===== src/rtl/exibidor_pkg.sv =====
// Shared constants for the sequence playback unit: state codes, default timings, timer sizing.
// The optional PISCA state exists only when EXIBIDOR_PISCA_FINAL_EN is defined.
package exibidor_pkg;

    localparam int unsigned T_ACESO_PADRAO   = 1000;
    localparam int unsigned T_APAGADO_PADRAO = 500;
    localparam int unsigned LARG_DADO        = 4;
    localparam int unsigned LARG_DB          = 4;

    // Encodings double as the db_estado codes shown on hexa7seg
    typedef enum logic [2:0] {
        OCIOSO  = 3'd0,
        CARREGA = 3'd1,
        ACESO   = 3'd2,
        APAGADO = 3'd3,
        FIM     = 3'd4
`ifdef EXIBIDOR_PISCA_FINAL_EN
        ,
        PISCA   = 3'd5
`endif
    } estado_t;

    function automatic int unsigned largura_timer(input int unsigned a, input int unsigned b);
        int unsigned maior;
        maior = (a > b) ? a : b;
        return $clog2(maior + 1);
    endfunction

endpackage


===== src/rtl/contador_tempo.sv =====
// Loadable down-counter used as the on/off interval timer; fim flags a count of zero.
module contador_tempo #(
    parameter int unsigned LARGURA = 4
) (
    input  logic               clock,
    input  logic               reset,
    input  logic               zera,
    input  logic               conta,
    input  logic [LARGURA-1:0] valor,
    output logic               fim
);

    logic [LARGURA-1:0] contagem;

    // zera reloads the interval; counting stops at zero
    always_ff @(posedge clock or negedge reset) begin
        if (!reset) begin
            contagem <= '0;
        end else if (zera) begin
            contagem <= valor;
        end else if (conta && (contagem != '0)) begin
            contagem <= contagem - LARGURA'(1);
        end
    end

    assign fim = (contagem == '0);

endmodule


===== src/rtl/exibidor_sequencia.sv =====
// Plays ROM[0..tamanho] on the LEDs, each value lit T_ACESO cycles then dark T_APAGADO cycles.
// Define EXIBIDOR_PISCA_FINAL_EN to add a final all-on flash (PISCA) before FIM.
module exibidor_sequencia
    import exibidor_pkg::*;
#(
    parameter int unsigned T_ACESO   = T_ACESO_PADRAO,
    parameter int unsigned T_APAGADO = T_APAGADO_PADRAO
) (
    input  logic                 clock,
    input  logic                 reset,
    input  logic                 iniciar,
    input  logic                 parar,
    input  logic [LARG_DADO-1:0] tamanho,
    input  logic [LARG_DADO-1:0] mem_dado,
    output logic [LARG_DADO-1:0] mem_endereco,
    output logic [LARG_DADO-1:0] leds,
    output logic                 ativo,
    output logic                 pronto,
    output logic [LARG_DB-1:0]   db_estado
);

    localparam int unsigned LARG_TIMER = largura_timer(T_ACESO, T_APAGADO);
    localparam logic [LARG_TIMER-1:0] CARGA_ACESO   = LARG_TIMER'(T_ACESO - 1);
    localparam logic [LARG_TIMER-1:0] CARGA_APAGADO = LARG_TIMER'(T_APAGADO - 1);

    estado_t                estado, estado_prox;
    logic [LARG_DADO-1:0]   ultimo, ultimo_prox;
    logic [LARG_DADO-1:0]   leds_prox, endereco_prox;
    logic                   ativo_prox, pronto_prox;
    logic [LARG_DB-1:0]     db_prox;
    logic                   t_zera, t_conta, t_fim;
    logic [LARG_TIMER-1:0]  t_valor;

    contador_tempo #(.LARGURA(LARG_TIMER)) u_timer (
        .clock (clock),
        .reset (reset),
        .zera  (t_zera),
        .conta (t_conta),
        .valor (t_valor),
        .fim   (t_fim)
    );

    always_ff @(posedge clock or negedge reset) begin
        if (!reset) begin
            estado       <= OCIOSO;
            ultimo       <= '0;
            leds         <= '0;
            mem_endereco <= '0;
            ativo        <= 1'b0;
            pronto       <= 1'b0;
            db_estado    <= '0;
        end else begin
            estado       <= estado_prox;
            ultimo       <= ultimo_prox;
            leds         <= leds_prox;
            mem_endereco <= endereco_prox;
            ativo        <= ativo_prox;
            pronto       <= pronto_prox;
            db_estado    <= db_prox;
        end
    end

    // Timer is loaded with interval-1 on entry, so each phase lasts exactly the interval
    always_comb begin
        estado_prox   = estado;
        ultimo_prox   = ultimo;
        leds_prox     = leds;
        endereco_prox = mem_endereco;
        t_zera        = 1'b0;
        t_conta       = 1'b0;
        t_valor       = CARGA_ACESO;

        case (estado)
            OCIOSO: begin
                leds_prox = '0;
                if (iniciar) begin
                    ultimo_prox   = tamanho;
                    endereco_prox = '0;
                    estado_prox   = CARREGA;
                end
            end
            CARREGA: begin
                leds_prox   = mem_dado;
                t_zera      = 1'b1;
                t_valor     = CARGA_ACESO;
                estado_prox = ACESO;
            end
            ACESO: begin
                if (t_fim) begin
                    leds_prox   = '0;
                    t_zera      = 1'b1;
                    t_valor     = CARGA_APAGADO;
                    estado_prox = APAGADO;
                end else begin
                    t_conta = 1'b1;
                end
            end
            APAGADO: begin
                if (t_fim) begin
                    if (mem_endereco == ultimo) begin
`ifdef EXIBIDOR_PISCA_FINAL_EN
                        leds_prox   = '1;
                        t_zera      = 1'b1;
                        t_valor     = CARGA_ACESO;
                        estado_prox = PISCA;
`else
                        estado_prox = FIM;
`endif
                    end else begin
                        endereco_prox = mem_endereco + LARG_DADO'(1);
                        estado_prox   = CARREGA;
                    end
                end else begin
                    t_conta = 1'b1;
                end
            end
`ifdef EXIBIDOR_PISCA_FINAL_EN
            PISCA: begin
                if (t_fim) begin
                    leds_prox   = '0;
                    estado_prox = FIM;
                end else begin
                    t_conta = 1'b1;
                end
            end
`endif
            FIM: begin
                leds_prox   = '0;
                estado_prox = OCIOSO;
            end
            default: begin
                leds_prox   = '0;
                estado_prox = OCIOSO;
            end
        endcase

        // Abort wins over everything, including a pending start
        if (parar) begin
            estado_prox   = OCIOSO;
            leds_prox     = '0;
            endereco_prox = '0;
        end

        ativo_prox  = (estado_prox == CARREGA) || (estado_prox == ACESO) ||
`ifdef EXIBIDOR_PISCA_FINAL_EN
                      (estado_prox == PISCA) ||
`endif
                      (estado_prox == APAGADO);
        pronto_prox = (estado_prox == FIM);
        db_prox     = LARG_DB'(estado_prox);
    end

endmodule


===== config.mk =====
export PLATFORM = sky130hd
export DESIGN_NAME = exibidor_sequencia
export DESIGN_NICKNAME = d
export VERILOG_FILES = /design/src/rtl/exibidor_pkg.sv /design/src/rtl/contador_tempo.sv /design/src/rtl/exibidor_sequencia.sv
export SDC_FILE = /design/constraint.sdc
export NUM_CORES = 1
export LEC_CHECK = 0
export BUFFER_PORTS_ARGS = -buffer_cell sky130_fd_sc_hd__buf_2
export CORE_ASPECT_RATIO = 0.7
export CORE_MARGIN = 2
export CORE_UTILIZATION = 41
export DETAILED_ROUTE_END_ITERATION = 16
export GPL_TIMING_DRIVEN = 0
export PLACE_DENSITY_LB_ADDON = 0.15
export SETUP_SLACK_MARGIN = 0.05
export SLEW_MARGIN = 15
export SYNTH_ARGS = -nofsm -noshare
export SYNTH_HDL_FRONTEND = slang
export SYNTH_SLANG_ARGS = --single-unit

===== constraint.sdc =====
create_clock -name clock -period 2.1 [get_ports clock]
set_input_delay 0 -clock clock [delete_from_list [all_inputs] [get_ports clock]]
set_output_delay 0 -clock clock [all_outputs]
set_load 0.02 [all_outputs]

==> summary.md <==
| Metric | Value |
|---|---|
| Most frequent cells in the layout | `dfrtp_1, buf_2, nor2_1, buf_4, dlygate4sd3_1` |
| Syn nets | `roughly 150` |
| Filler cell count | `~270` |
| Die ar. | `a little under 4000 µm²` |
| Pwr dens | `roughly 630 nW/µm²` |
| Largest net degree at the start of global routing | `28` |
| Vias per cell | `5.242` |
| Post-detail-place hpwl | `2180 µm` |
| I/O pins | `26` |
| Multi-input gate area | `773.2 µm²` |
| Hold WC Path Type | `in -> async` |
| Worst Skew | `0.004270 ns` |
| Placed Cells incl. Taps | `roughly 210` |
| Final core utilization | `0.5933` |
| FF-to-FF setup slack | `-0.004 ns` |
| Status | `finished, violations left` |
| Slew Viols, Final | `0` |
| Worst setup path endpoint | `mem_endereco[3]` |
| CTS sink count | `27` |
| Max_slew headroom | `0.5675` |
| Routed Antenna Nets | `0` |
| Diodes inserted | `0` |
| Leakage power | `0.0008248 µW` |
| Mapped cell area | `1406 µm²` |
| Peak supply drop | `about 500 µV` |
| Reg clk slew, reported paths | `around 0.09 ns` |
| Reg area | `between 600 and 700 µm²` |
| NumNets Final | `200` |
| CTS tree | `done` |
| Die width | `roughly 74 µm` |
| Layout cells sized above 1 | `0.3696` |
| Core Box Area | `3212 µm²` |
| Unique masters post-synth | `42` |
| Root buffer cell | `clkbuf_8` |
| First-pass GRT wire length | `5375 µm` |
| RSZ-0062 raised after global routing | `yes` |
| YS warnings | `0` |
| Pre-CTS setup slack | `-0.1447 ns` |
| Final Hold Viols | `0` |
| Crit end category | `flop` |
| Drt first pass iters | `4` |
| Die Y | `53 µm` |
| Max-cap check violation count | `0` |
| Final Cycle Share | `1.002` |
| Port bufs | `24` |
| Vias in the first global route | `1168` |
| Gr usage total | `0.1846` |
| Crit path max fanout | `4` |
| Fmax | `475.3 MHz` |
| Seq/Total Area, Yosys | `0.4804` |
| Top post-synthesis cells by area | `dfrtp_1, xnor2_1, mux2_2, nor2_1, a22o_1` |
| Synth top area share | `0.4804` |
| Final worst slack | `-0.003792 ns` |
| Synth area leader | `dfrtp_1` |
| Reg2reg path depth | `7` |
| # DRC | `0` |
| #FFs+latches synth | `27` |
| Clk buf depth | `2` |
| Synth Instances | `136` |
| Post-synth EDFFs | `0` |
| Initial Util | `0.4379` |
| Commonest non-fill, non-tap cell in the layout | `dfrtp_1` |
| Rows | `17` |
| Initial antenna violation count | `0` |
| Clock Latency Late Sink | `about 0.27 ns` |
| Setup Crit Path Kind | `reg -> reg` |
| Slew @ Worst Pin | `0.6448 ns` |
| Worst path arrival time | `approximately 2.3 ns` |
| Crit Reg-Reg Startpoint | `u_timer.contagem[0]` |
| Routed WL | `3255 µm` |
| Syn_area_per_cell | `10.34 µm²` |
| Via count | `1211` |
| Worst reg2reg path endpoint | `mem_endereco[3]` |
| Final setup fails | `1` |
| Min Clock Period, post-route | `about 2.1 ns` |
| Failing checks | `setup timing` |
| H-Tree Depth | `1` |
| Final Non-Filler Cells | `231` |
| Synth Flop Type | `dfrtp_1` |
| CP Launch Type | `flop` |
| Cts bufs inserted | `3` |
| Gpl congestion | `0.8023` |
| Post-synth ARST share | `1.000` |
| Wirelength per Cell | `approximately 14 µm` |
| Critical path startpoint | `u_timer.contagem[0]` |
| Grt total ovfl | `0` |
| Area grow syn2layout | `35.50%` |
| Iteration-0 DRC Markers | `75` |
| CP required | `2.29 ns` |
| Hold_ws | `0.2481 ns` |
-- cells in the mapped netlist (all sizes together), types with 2 or more instances --
cell	instances
a22o	5
dfrtp	27
clkbuf	3
buf	2
nor2b	2
nand4	2
a21oi	5
o21ai	3
mux2	5
inv	6
xnor2	9
nor2	12
a31oi	5
nor3	6
nand2	9
or2	2
o211ai	2
o31ai	3
nand2b	2
or4	4
a211oi	3
nand3	2
ha	3
or3	3
-- where the power goes --
part           internal, µW  switching, µW
Clock                   135            161
Combinational           155            148
Sequential              567           37.6
-- through the flow --
stage / setup TNS [ns] / power (µW) / area, µm²
after floorplan: 0 / 754.0 / 1411
after global placement: -0.3927 / 810.9 / 1590
after detailed placement: -0.6392 / 821.7 / 1590
after CTS: -0.02683 / 1178 / 1847
after global routing: -0.1702 / 1275 / 1906
final: -0.003792 / 1203 / 1906
-- worst max-delay path, cell delays in order, from the launching register on --
cell and delay [ns]:
dfrtp_1 0.41, inv_2 0.09, ha_4 0.12, or4b_4 0.50
nor3_4 0.20, nand2_1 0.10, or3_1 0.37, a211oi_2 0.23
-- flip-flops by register name (all words and copies together) (netlist names) --
signal            flops
ativo                 1
pronto                1
ultimo                4
mem_endereco          4
leds                  4
db_estado             3
u_timer.contagem     10
-- worst min-delay path by stage --
stage,depth (start not counted),endpoint,startpoint,slack (ns)
floorplan,0,ativo,reset,-0.30
global placement,1,ultimo[1],reset,0.04
detailed placement,1,ultimo[1],reset,0.04
CTS,2,ultimo[1],reset,0.28
global route,2,ultimo[1],reset,0.29
finish,2,ultimo[1],reset,0.25
-- cell families after synthesis --
| family | after synthesis | synth area share |
|---|---|---|
| and+or+nand+nor | 50 | 0.2011 |
| AOI/OAI and AO/OA | 29 | 0.1495 |
| DFF | 27 | 0.4804 |
| buffers and inverters | 11 | 0.03737 |
| xor gates and xnor gates | 10 | 0.06228 |
| muxes | 5 | 0.04003 |
| adders and majority gates | 3 | 0.02669 |
| other | 1 | 0.002666 |
-- per-layer routing --
metal  wire length [µm]  up-vias  track usage
met3                139        0      0.04762
met4                  0        0      0.02727
met5                  0        -            0
met1               1550      592       0.2419
met2               1564       32       0.3155
li1                   -      587            -
-- layout make-up --
| class | count | share of cell area |
|---|---|---|
| inverters | 6 | 0.01182 |
| multi-input cells | 98 | 0.4058 |
| well taps | 47 | 0.03086 |
| flip-flops and latches | 27 | 0.3546 |
| repair buffers | 44 | 0.1550 |
| plain buffers | 5 | 0.01641 |
| clock buffers | 3 | 0.02167 |
| clock inverters | 1 | 0.003940 |
-- repair_timing --
item	4_1_cts	5_1_grt
resized for setup	10	10
hold buffers	10	0
setup buffers	8	2
pin swaps	8	5
setup endpoints to repair	19	18
endpoints found under the hold margin	37	0
Power figures use the tool's default switching activity.
